`config.mk`:
```
export PLATFORM = sky130hd
export DESIGN_NAME = led_seq_monitor
export DESIGN_NICKNAME = d
export VERILOG_FILES = /design/src/rtl/led_seq_monitor.sv
export SDC_FILE = /design/constraint.sdc
export NUM_CORES = 1
export LEC_CHECK = 0
export ABC_AREA = 1
export CAP_MARGIN = 20
export CELL_PAD_IN_SITES_DETAIL_PLACEMENT = 0
export CELL_PAD_IN_SITES_GLOBAL_PLACEMENT = 1
export CORE_MARGIN = 2
export CORE_UTILIZATION = 42
export CTS_CLUSTER_SIZE = 40
export DETAILED_ROUTE_END_ITERATION = 8
export PLACE_DENSITY_LB_ADDON = 0.1
export SYNTH_ARGS = -nofsm -noshare
export SYNTH_HDL_FRONTEND = slang
export SYNTH_SLANG_ARGS = --single-unit
```
`constraint.sdc`:
```
create_clock -name clk -period 11.09 [get_ports clk]
set_input_delay 2.7725 -clock clk [delete_from_list [all_inputs] [get_ports clk]]
set_output_delay 2.7725 -clock clk [all_outputs]
set_load 0.02 [all_outputs]
```
`src/rtl/led_seq_monitor.sv`:
```
// LED chaser sequence monitor: tracks thermometer fill/drain patterns on q_in,
// flags illegal transitions, counts errors and reports long pauses as stall.
module led_seq_monitor #(
  parameter int HOLD_MAX = 1000,
  parameter int CNT_W    = 8
) (
  input  logic             clk,
  input  logic             rs,
  input  logic [7:0]       q_in,
  input  logic             en,
  output logic [1:0]       mode,
  output logic [3:0]       level,
  output logic             full_p,
  output logic             empty_p,
  output logic             err_p,
  output logic [CNT_W-1:0] err_cnt,
  output logic             stall
);

  localparam int HW = $clog2(HOLD_MAX + 1);
  localparam logic [HW-1:0] HOLD_LIM = HW'(HOLD_MAX);

  typedef enum logic [1:0] {
    IDLE  = 2'b00,
    FILL  = 2'b01,
    DRAIN = 2'b10,
    ERROR = 2'b11
  } mode_t;

  mode_t            state_reg, state_next;
  logic [7:0]       q_prev_reg;
  logic [3:0]       level_reg, level_next;
  logic [HW-1:0]    hold_reg, hold_next;
  logic             stall_reg, stall_next;
  logic             full_reg, full_next;
  logic             empty_reg, empty_next;
  logic             err_reg, err_next;
  logic [CNT_W-1:0] err_cnt_reg;

  logic       change;
  logic       eval;
  logic       therm;
  logic       step_up;
  logic       step_dn;
  logic [3:0] k_new;
  logic [6:0] mono;

  // Thermometer iff no lit bit sits above an unlit one.
  generate
    for (genvar gi = 0; gi < 7; gi++) begin : g_mono
      assign mono[gi] = ~q_in[gi+1] | q_in[gi];
    end
  endgenerate

  assign therm = &mono;

  always_comb begin
    k_new = 4'd0;
    for (int i = 0; i < 8; i++) begin
      k_new = k_new + {3'b000, q_in[i]};
    end
  end

  assign change  = (q_in != q_prev_reg);
  assign eval    = en && change;
  assign step_up = therm && (k_new == level_reg + 4'd1);
  assign step_dn = therm && (level_reg != 4'd0) && (k_new == level_reg - 4'd1);

  always_ff @(posedge clk) begin
    if (rs) begin
      state_reg <= IDLE;
    end else if (en) begin
      state_reg <= state_next;
    end
  end

  always_comb begin
    state_next = state_reg;
    if (eval) begin
      case (state_reg)
        IDLE: begin
          if (step_up)      state_next = FILL;
          else if (step_dn) state_next = DRAIN;
          else if (!therm)  state_next = ERROR;
        end
        FILL, DRAIN: begin
          if (step_up)      state_next = FILL;
          else if (step_dn) state_next = DRAIN;
          else              state_next = ERROR;
        end
        ERROR: begin
          if (therm)        state_next = IDLE;
        end
        default:            state_next = IDLE;
      endcase
    end
  end

  // Registered-output values; ERROR resync updates level but never pulses.
  always_comb begin
    level_next = level_reg;
    full_next  = 1'b0;
    empty_next = 1'b0;
    err_next   = 1'b0;
    if (eval) begin
      if (state_reg == ERROR) begin
        if (therm) level_next = k_new;
        else       err_next   = 1'b1;
      end else if (step_up || step_dn) begin
        level_next = k_new;
        full_next  = (k_new == 4'd8);
        empty_next = (k_new == 4'd0);
      end else if (therm && state_reg == IDLE) begin
        level_next = k_new;
      end else begin
        err_next   = 1'b1;
      end
    end
  end

  always_comb begin
    if (change)                 hold_next = '0;
    else if (hold_reg == HOLD_LIM) hold_next = hold_reg;
    else                        hold_next = hold_reg + 1'b1;
    stall_next = (hold_next == HOLD_LIM);
  end

  always_ff @(posedge clk) begin
    if (rs) begin
      q_prev_reg  <= 8'h00;
      level_reg   <= 4'd0;
      hold_reg    <= '0;
      stall_reg   <= 1'b0;
      full_reg    <= 1'b0;
      empty_reg   <= 1'b0;
      err_reg     <= 1'b0;
      err_cnt_reg <= '0;
    end else if (en) begin
      q_prev_reg <= q_in;
      level_reg  <= level_next;
      hold_reg   <= hold_next;
      stall_reg  <= stall_next;
      full_reg   <= full_next;
      empty_reg  <= empty_next;
      err_reg    <= err_next;
      if (err_next && (err_cnt_reg != {CNT_W{1'b1}})) begin
        err_cnt_reg <= err_cnt_reg + 1'b1;
      end
    end else begin
      full_reg  <= 1'b0;
      empty_reg <= 1'b0;
      err_reg   <= 1'b0;
    end
  end

  assign mode    = state_reg;
  assign level   = level_reg;
  assign full_p  = full_reg;
  assign empty_p = empty_reg;
  assign err_p   = err_reg;
  assign err_cnt = err_cnt_reg;
  assign stall   = stall_reg;

endmodule
```
==> impl_metrics.json, run 1 <==
{
  "synth.area.mux_share_pct": 0,
  "num_antenna_cells": 0,
  "wl_um": 5080,
  "power_mw": 0.331,
  "via_count": 2156,
  "clock.fmax_ghz": 0.152,
  "clock_skew_ns": 0.00566,
  "clock_path_buffers": 2,
  "synth_seq_cells": 36,
  "arrival_ns": 6.71,
  "synth.avg_cell_area_um2": 6.83,
  "cellPowerDensity_mw_per_mm2": 121,
  "status": "finished, final reports clean",
  "die_w_um": 77.8,
  "grt_max_degree": 18,
  "drt-pass1-iter-count": 4,
  "dp_cells": 429,
  "tns_ns": 0,
  "internal-power_mw": 0.220,
  "initial_core_util_pct": 44.2,
  "switchingPower_mw": 0.110,
  "max_slew_margin_pct": 59.3,
  "path_clk_slew_ns": 0.07,
  "cap_violations": 0,
  "grt_usage_pct": 18.9,
  "cp_max_fo": 10,
  "antenna_left": 0,
  "area_growth_pct": 19.1,
  "dieArea_mm2": 0.00605,
  "cts_tree": "built",
  "ys_seq_area_share_pct": 31.5,
  "globalRouteOverflowTotal": 0,
  "grt_pass1_vias": 2045,
  "fin_crit_ns": 6.56,
  "dp_hpwl_um": 3800,
  "drv_slew": 0,
  "synth_fa_ha_area_share_pct": 7.88,
  "clk_latency_ns": 0.29,
  "antenna_found_initial": 0,
  "leakage_nw": 1.16,
  "synth_simple_gate_area_share_pct": 35.4,
  "nNetsFinal": 389,
  "synth_cells": 335,
  "crit_required_ns": 11.24,
  "fin_ws_ns": 4.53,
  "clock-root-buffer": "clkbuf_8",
  "largest_reg_flops": 10,
  "drt_iter0_drc": 89,
  "postCtsSetupRepairBufs": 0,
  "drt-vias-per-instance": 4.93,
  "worstHoldPathType": "reg -> reg",
  "drt-wirelength-per-cell_um": 11.6,
  "post-place-ws_ns": 4.24,
  "rsz0062_at_grt": "no",
  "worstSetupPathType": "in -> reg",
  "drive_gt1_share_pct": 7.63,
  "synth_top_family_by_area": "simple AND/OR/NAND/NOR gates",
  "ir_drop_mv": 0.0587,
  "die_y_um": 77.8,
  "port-buffer-count": 28,
  "p_clk_share_pct": 29.5,
  "cts_resized": 0,
  "cp-end-kind": "register",
  "startpoint_type": "input port",
  "synth_cell_types": 32,
  "core_area_mm2": 0.00517,
  "ctsHoldBuffers": 0,
  "tightest_slew_ns": 0.609,
  "synthesis.area_mm2": 0.00229,
  "hp-start": "stall",
  "cp-startpoint": "q_in[1]",
  "ios": 29,
  "htreeDepth": 2,
  "rr_startpoint": "level[0]",
  "hold_viol": 0,
  "n_fill_cell": 523,
  "drc_errors": 0,
  "comb_power_share_pct": 28.2,
  "setup_viol": 0,
  "grt_pass1_wl_um": 9310,
  "synth_xor_area_share_pct": 3.83,
  "cts_inserted_buffers": 5,
  "syn_nets": 358,
  "num_rows": 26,
  "period_share_pct": 59.2,
  "swShare_pct": 33.4,
  "gp_congestion": 0.764,
  "seq_power_share_pct": 42.3,
  "synth_compound_area_share_pct": 12.0,
  "yosysWarnings": 0,
  "cts.sinks": 36,
  "instances_no_fill": 437
}
cell usage after synthesis (all sizes together):
cell / number / share of area (%)
xnor2: 1 / 0.38
buf: 1 / 0.49
xor2: 9 / 3.4
nor2: 23 / 4.4
clkbuf: 3 / 0.49
nand2: 100 / 17
nor3: 4 / 0.88
nand4: 22 / 6.0
or2: 1 / 0.27
ha: 8 / 4.4
dfxtp: 36 / 32
o21ai: 10 / 2.8
a211oi: 1 / 0.33
fa: 4 / 3.5
a21oi: 17 / 3.7
o22ai: 15 / 4.1
clkinv: 2 / 0.33
o211ai: 2 / 0.66
inv: 48 / 8.0
nand3: 27 / 6.9
o32ai: 1 / 0.38
power groups by stage:
stage / Clock [mW] / Sequential (mW) / Combinational, mW
2_1_floorplan: 0 / 0.145 / 0.0658
3_3_place_gp: 0 / 0.143 / 0.0927
3_5_place_dp: 0 / 0.143 / 0.0930
4_1_cts: 0.102 / 0.140 / 0.0938
5_1_grt: 0.108 / 0.141 / 0.108
6_report: 0.0976 / 0.140 / 0.0933
metrics by stage:
stage / area [µm²] / hold slack, ns / util, %
after global routing: 2730 / 0.481 / 52.7
after CTS: 2730 / 0.462 / 52.7
after global placement: 2630 / 0.453 / 50.9
final: 2730 / 0.466 / 52.7
after detailed placement: 2630 / 0.445 / 50.9
after floorplan: 2290 / 0.463 / -
path summary, 6_finish.rpt:
kind | endpoint | slack, ns | depth (start not counted)
max | err_cnt[2] | 4.53 | 19
min | stall | 0.47 | 2
min reg2reg | stall | 0.47 | 2
max reg2reg | err_cnt[2] | 8.96 | 14
worst max-delay path, stage by stage:
cell             delay, ns
clkdlybuf4s50_1       0.51
fa_1                  0.54
inv_1                 0.05
fa_1                  0.45
fa_1                  0.51
inv_1                 0.05
ha_1                  0.21
fa_1                  0.56
inv_1                 0.05
nand2_1               0.07
nand2_1               0.05
nand3_1               0.07
nor2_1                0.06
nand3_2               0.12
nand2_4               0.07
o21ai_4               0.27
nand3_4               0.16
nand2_1               0.09
a21oi_1               0.06
layout by cell type (no fill, tap or decap), drive strengths merged:
cell | netlist | final
a211oi | 1 | 1
a21oi | 17 | 17
clkbuf | 3 | 6
clkdlybuf4s50 | 0 | 28
clkinv | 2 | 4
dfxtp | 36 | 36
fa | 4 | 4
ha | 8 | 8
inv | 48 | 48
nand2 | 100 | 100
nand3 | 27 | 27
nand4 | 22 | 22
nor2 | 23 | 23
nor3 | 4 | 4
o211ai | 2 | 2
o21ai | 10 | 10
o22ai | 15 | 15
o32ai | 1 | 1
or2 | 1 | 1
xnor2 | 1 | 1
xor2 | 9 | 9
kinds of logic (layout without fill, tap and decap cells):
kind of cell	after synthesis	count (layout)
simple gates	177	177
fa+ha+maj	12	12
xor+xnor	10	10
flops	36	36
compound gates	46	46
buf+inv	54	86
final cells by class:
type,count,area [µm²],area share (%)
multi-input combinational,245,1350,49.7
tap,70,87.6,3.21
timing repair buffer,28,280,10.3
clock inverter,2,10.0,0.367
inverter,50,190,6.98
clock buffer,6,82.6,3.03
sequential,36,721,26.4
routing by layer:
layer	track usage [%]	up-vias	routed length (µm)
li1	-	1170	-
met1	25.9	953	2650
met2	29.7	26	2200
met3	3.84	7	159
met4	5.89	0	66
met5	0	-	0
No activity file was read; power rests on OpenSTA's default activity.
==> inputs of run 2 (changes only) <==
- CORE_UTILIZATION: 42 -> 39
- clock period: 11.09 -> 6.8 ns (I/O delays scaled with it)
==> impl_metrics.json, run 2 (synthesis results as in run 1) <==
{
  "antenna_left": 0,
  "instances_no_fill": 439,
  "max_slew_margin_pct": 58.5,
  "die_y_um": 80.6,
  "n_fill_cell": 576,
  "tns_ns": 0,
  "cellPowerDensity_mw_per_mm2": 210,
  "drv_slew": 0,
  "arrival_ns": 5.68,
  "htreeDepth": 2,
  "worstSetupPathType": "in -> reg",
  "path_buf_inv": 4,
  "path_cells": "clkdlybuf4s50_1 > fa_1 > inv_1 > fa_1 > fa_1 > inv_1 > ha_1 > fa_1 > inv_1 > nand2_1 > nand2_1 > nand3_1 > nor2_1 > nand3_2 > nand2_4 > o21ai_4 > nand3_4 > nand2_1 > a21oi_1",
  "clock.fmax_ghz": 0.181,
  "cts_inserted_buffers": 5,
  "hold-worst-slack_ns": 0.460,
  "cp_common_cell": "fa_1",
  "core_area_mm2": 0.00557,
  "ios": 29,
  "final_cell_mix": "97 x nand2_1, 41 x inv_1, 36 x dfxtp_1",
  "worstHoldPathType": "reg -> reg",
  "num_antenna_cells": 0,
  "cap_violations": 0,
  "drt-pass1-iter-count": 4,
  "tightest_slew_ns": 0.621,
  "nNetsFinal": 389,
  "die_w_um": 80.6,
  "startpoint_type": "input port",
  "cts_resized": 0,
  "dp_hpwl_um": 3900,
  "status": "finished, final reports clean",
  "path_clk_slew_ns": 0.08,
  "grt_max_degree": 18,
  "num_rows": 27,
  "gp_congestion": 0.778,
  "final_common_cell": "nand2_1",
  "dp_cells": 431,
  "fin_crit_ns": 5.52,
  "via_count": 2191,
  "slowest_stage": "fa_1",
  "drt-wirelength-per-cell_um": 12.1,
  "drive_gt1_share_pct": 7.63,
  "grt_usage_pct": 17.7,
  "leakage_nw": 1.16,
  "hold_viol": 0,
  "initial_core_util_pct": 41.0,
  "setup_viol": 0,
  "globalRouteOverflowTotal": 0,
  "clock_path_buffers": 2,
  "grt_pass1_vias": 2036,
  "path_delay_family": "adder cells",
  "period_share_pct": 81.1,
  "antenna_found_initial": 0,
  "cts.sinks": 36,
  "clock_skew_ns": 0.00449,
  "area_growth_pct": 20.1,
  "largest_reg_flops": 10,
  "drc_errors": 0,
  "drt_iter0_drc": 125,
  "critPathMaxStageDelay_ns": 0.58,
  "rsz0062_at_grt": "no",
  "cp-end-kind": "register",
  "grt_pass1_wl_um": 9080,
  "clock-root-buffer": "clkbuf_8",
  "port-buffer-count": 28,
  "clk_latency_ns": 0.30,
  "wl_um": 5320,
  "crit_required_ns": 6.96,
  "ir_drop_mv": 0.0863,
  "cp_max_fo": 10,
  "drt-vias-per-instance": 4.99,
  "postCtsSetupRepairBufs": 0,
  "dieArea_mm2": 0.00649,
  "cts_tree": "built",
  "ctsHoldBuffers": 0
}
[run 2: changes by cell type in the layout (fill, tap and decap cells not counted), sizes merged]
cell,previous run,this run
bufinv,0,1
clkbuf,6,5
clkinv,4,3
clkinvlp,0,1
[run 2: final timing paths]
kind                                from          to  slack, ns  cells past startpoint
worst max-delay path             q_in[1]  err_cnt[3]       1.28                     19
worst min-delay path               stall       stall       0.46                      2
worst max register to register  level[0]  err_cnt[3]       4.68                     14
worst min register to register     stall       stall       0.46                      2
[run 2: cell type report]
| class | count | area, µm² | area share (%) |
|---|---|---|---|
| clock buffer | 5 | 68.8 | 2.51 |
| timing repair buffer | 28 | 280 | 10.2 |
| clock inverter | 3 | 42.5 | 1.55 |
| inverter | 50 | 190 | 6.92 |
| tap | 72 | 90.1 | 3.28 |
| multi-input combinational | 245 | 1350 | 49.3 |
| sequential | 36 | 721 | 26.2 |
[run 2: power by group]
part | total [mW] | internal [mW] | switching, mW
clock network | 0.195 | 0.109 | 0.0868
logic | 0.153 | 0.0597 | 0.0930
registers | 0.228 | 0.219 | 0.00914
total | 0.576 | 0.387 | 0.189
[run 2: metal layers]
| metal | vias up | share of wire (%) | track usage (%) |
|---|---|---|---|
| met3 | 6 | 3.1 | 4.04 |
| li1 | 1175 | - | - |
| met1 | 981 | 53 | 24.1 |
| met4 | 0 | 1.1 | 5.08 |
| met5 | - | 0 | 0 |
| met2 | 29 | 43 | 27.8 |
[run 2: through the flow]
| step | worst slack [ns] | power (mW) | utilization, % | cell area, µm² |
|---|---|---|---|---|
| 4_1_cts | 1.28 | 0.581 | 49.3 | 2750 |
| 2_1_floorplan | 1.78 | 0.344 | - | 2290 |
| 3_3_place_gp | 1.01 | 0.386 | 47.3 | 2640 |
| 5_1_grt | 1.08 | 0.612 | 49.3 | 2750 |
| 3_5_place_dp | 0.977 | 0.385 | 47.3 | 2640 |
| 6_report | 1.28 | 0.576 | 49.3 | 2750 |
[run 2: tightest hold or removal path, cell delays in order, from the launching register on]
cell     delay [ns]
dfxtp_1        0.32
nand2_1        0.06
nand2_1        0.04
==> inputs of run 3 (changes only) <==
- CORE_UTILIZATION: 39 -> 36
- clock period: 6.8 -> 4.6 ns (I/O delays scaled with it)
==> impl_metrics.json, run 3 (synthesis results as in run 1) <==
{
  "status": "finished, final reports clean",
  "tightest_slew_ns": 0.621,
  "ios": 29,
  "cap_violations": 0,
  "gp_congestion": 0.734,
  "antenna_found_initial": 0,
  "startpoint_type": "input port",
  "dieArea_mm2": 0.00701,
  "drt-vias-per-instance": 4.83,
  "power_mw": 0.892,
  "htreeDepth": 2,
  "globalRouteOverflowTotal": 0,
  "worstHoldPathType": "reg -> reg",
  "num_antenna_cells": 0,
  "clock.fmax_ghz": 0.228,
  "drc_errors": 0,
  "drt-pass1-iter-count": 4,
  "cts_inserted_buffers": 5,
  "rsz0062_at_grt": "no",
  "fin_crit_ns": 4.39,
  "core_area_mm2": 0.00624,
  "dp_hpwl_um": 4050,
  "ctsHoldBuffers": 0,
  "grt_max_degree": 18,
  "clk_latency_ns": 0.29,
  "port-buffer-count": 28,
  "max_slew_margin_pct": 58.5,
  "cp_max_fo": 6,
  "drt_iter0_drc": 108,
  "final_common_cell": "nand2_1",
  "drive_gt1_share_pct": 14.6,
  "cts.sinks": 36,
  "ir_drop_mv": 0.157,
  "die_y_um": 83.7,
  "grt_pass1_wl_um": 9450,
  "setup_viol": 0,
  "cts_tree": "built",
  "cellPowerDensity_mw_per_mm2": 305,
  "largest_reg_flops": 10,
  "area_growth_pct": 27.8,
  "clock-root-buffer": "clkbuf_8",
  "worstSetupPathType": "in -> reg",
  "antenna_left": 0,
  "fin_ws_ns": 0.208,
  "path_clk_slew_ns": 0.08,
  "via_count": 2228,
  "period_share_pct": 95.5,
  "grt_usage_pct": 16.3,
  "leakage_nw": 1.25,
  "drv_slew": 0,
  "nNetsFinal": 406,
  "drt-wirelength-per-cell_um": 11.9,
  "die_w_um": 83.7,
  "cp-end-kind": "register",
  "initial_core_util_pct": 36.6,
  "clock_path_buffers": 2,
  "arrival_ns": 4.62,
  "post-place-ws_ns": -0.466,
  "num_rows": 29,
  "hold_viol": 0,
  "crit_required_ns": 4.83,
  "final_cell_mix": "95 x nand2_1, 39 x inv_1, 36 x dfxtp_1",
  "grt_pass1_vias": 2075,
  "clock_skew_ns": 0.00503,
  "wl_um": 5490
}
## run 3: area by class of cell
cell class | instances | area (µm²)
fillers | 670 | 3320
multi-input cells | 245 | 1390
flip-flops and latches | 36 | 721
repair buffers | 45 | 415
inverters | 50 | 190
well taps | 77 | 96.3
clock buffers | 6 | 72.6
clock inverters | 2 | 35.0
## run 3: final timing paths
path             from         end  slack (ns)  cells after the start
max           q_in[0]  err_cnt[3]        0.21                     19
max reg2reg  level[0]     mode[1]        2.55                     13
min             stall       stall        0.46                      2
min reg2reg     stall       stall        0.46                      2
## run 3: layer usage
metal,GRT usage [%],vias to the layer above,share of wire (%)
met5,0,-,0
met4,5.43,0,1.4
met3,3.36,8,3.2
met2,25.2,36,44
met1,22.7,976,52
li1,-,1208,-
## run 3: where the power goes
| group | switching, mW | internal [mW] | leakage, nW |
|---|---|---|---|
| Clock | 0.121 | 0.161 | 0.0552 |
| Sequential | 0.0138 | 0.323 | 0.293 |
| Combinational | 0.152 | 0.120 | 0.906 |
| Total | 0.287 | 0.605 | 1.25 |
## run 3: worst max-delay path, stage by stage
cell and delay, ns:
buf_6 0.10, fa_1 0.52, inv_1 0.05, fa_1 0.47, fa_1 0.54, inv_2 0.05
ha_4 0.16, fa_2 0.57, inv_2 0.04, nand2_2 0.06, nand2_1 0.05, nand3_1 0.06
nor2_1 0.05, nand3_2 0.08, nand2_4 0.07, o21ai_4 0.22, buf_12 0.14, nand4_1 0.09
a21oi_1 0.15
## run 3: through the flow
step	hold WS (ns)	cell area, µm²	cells	util (%)	setup TNS, ns
5_1_grt	0.478	2920	461	46.8	0
3_3_place_gp	0.451	2770	452	44.4	-7.04
6_report	0.462	2920	461	46.8	0
2_1_floorplan	0.463	2290	335	-	0
3_5_place_dp	0.451	2770	452	44.4	-7.07
4_1_cts	0.466	2880	460	46.2	0
## run 3: timing repair
| action | in CTS | in global routing |
|---|---|---|
| setup buffers | 0 | 1 |
| gates resized for setup | 5 | 20 |
| pin swaps | 4 | 14 |
| setup endpoints to repair | 17 | 17 |
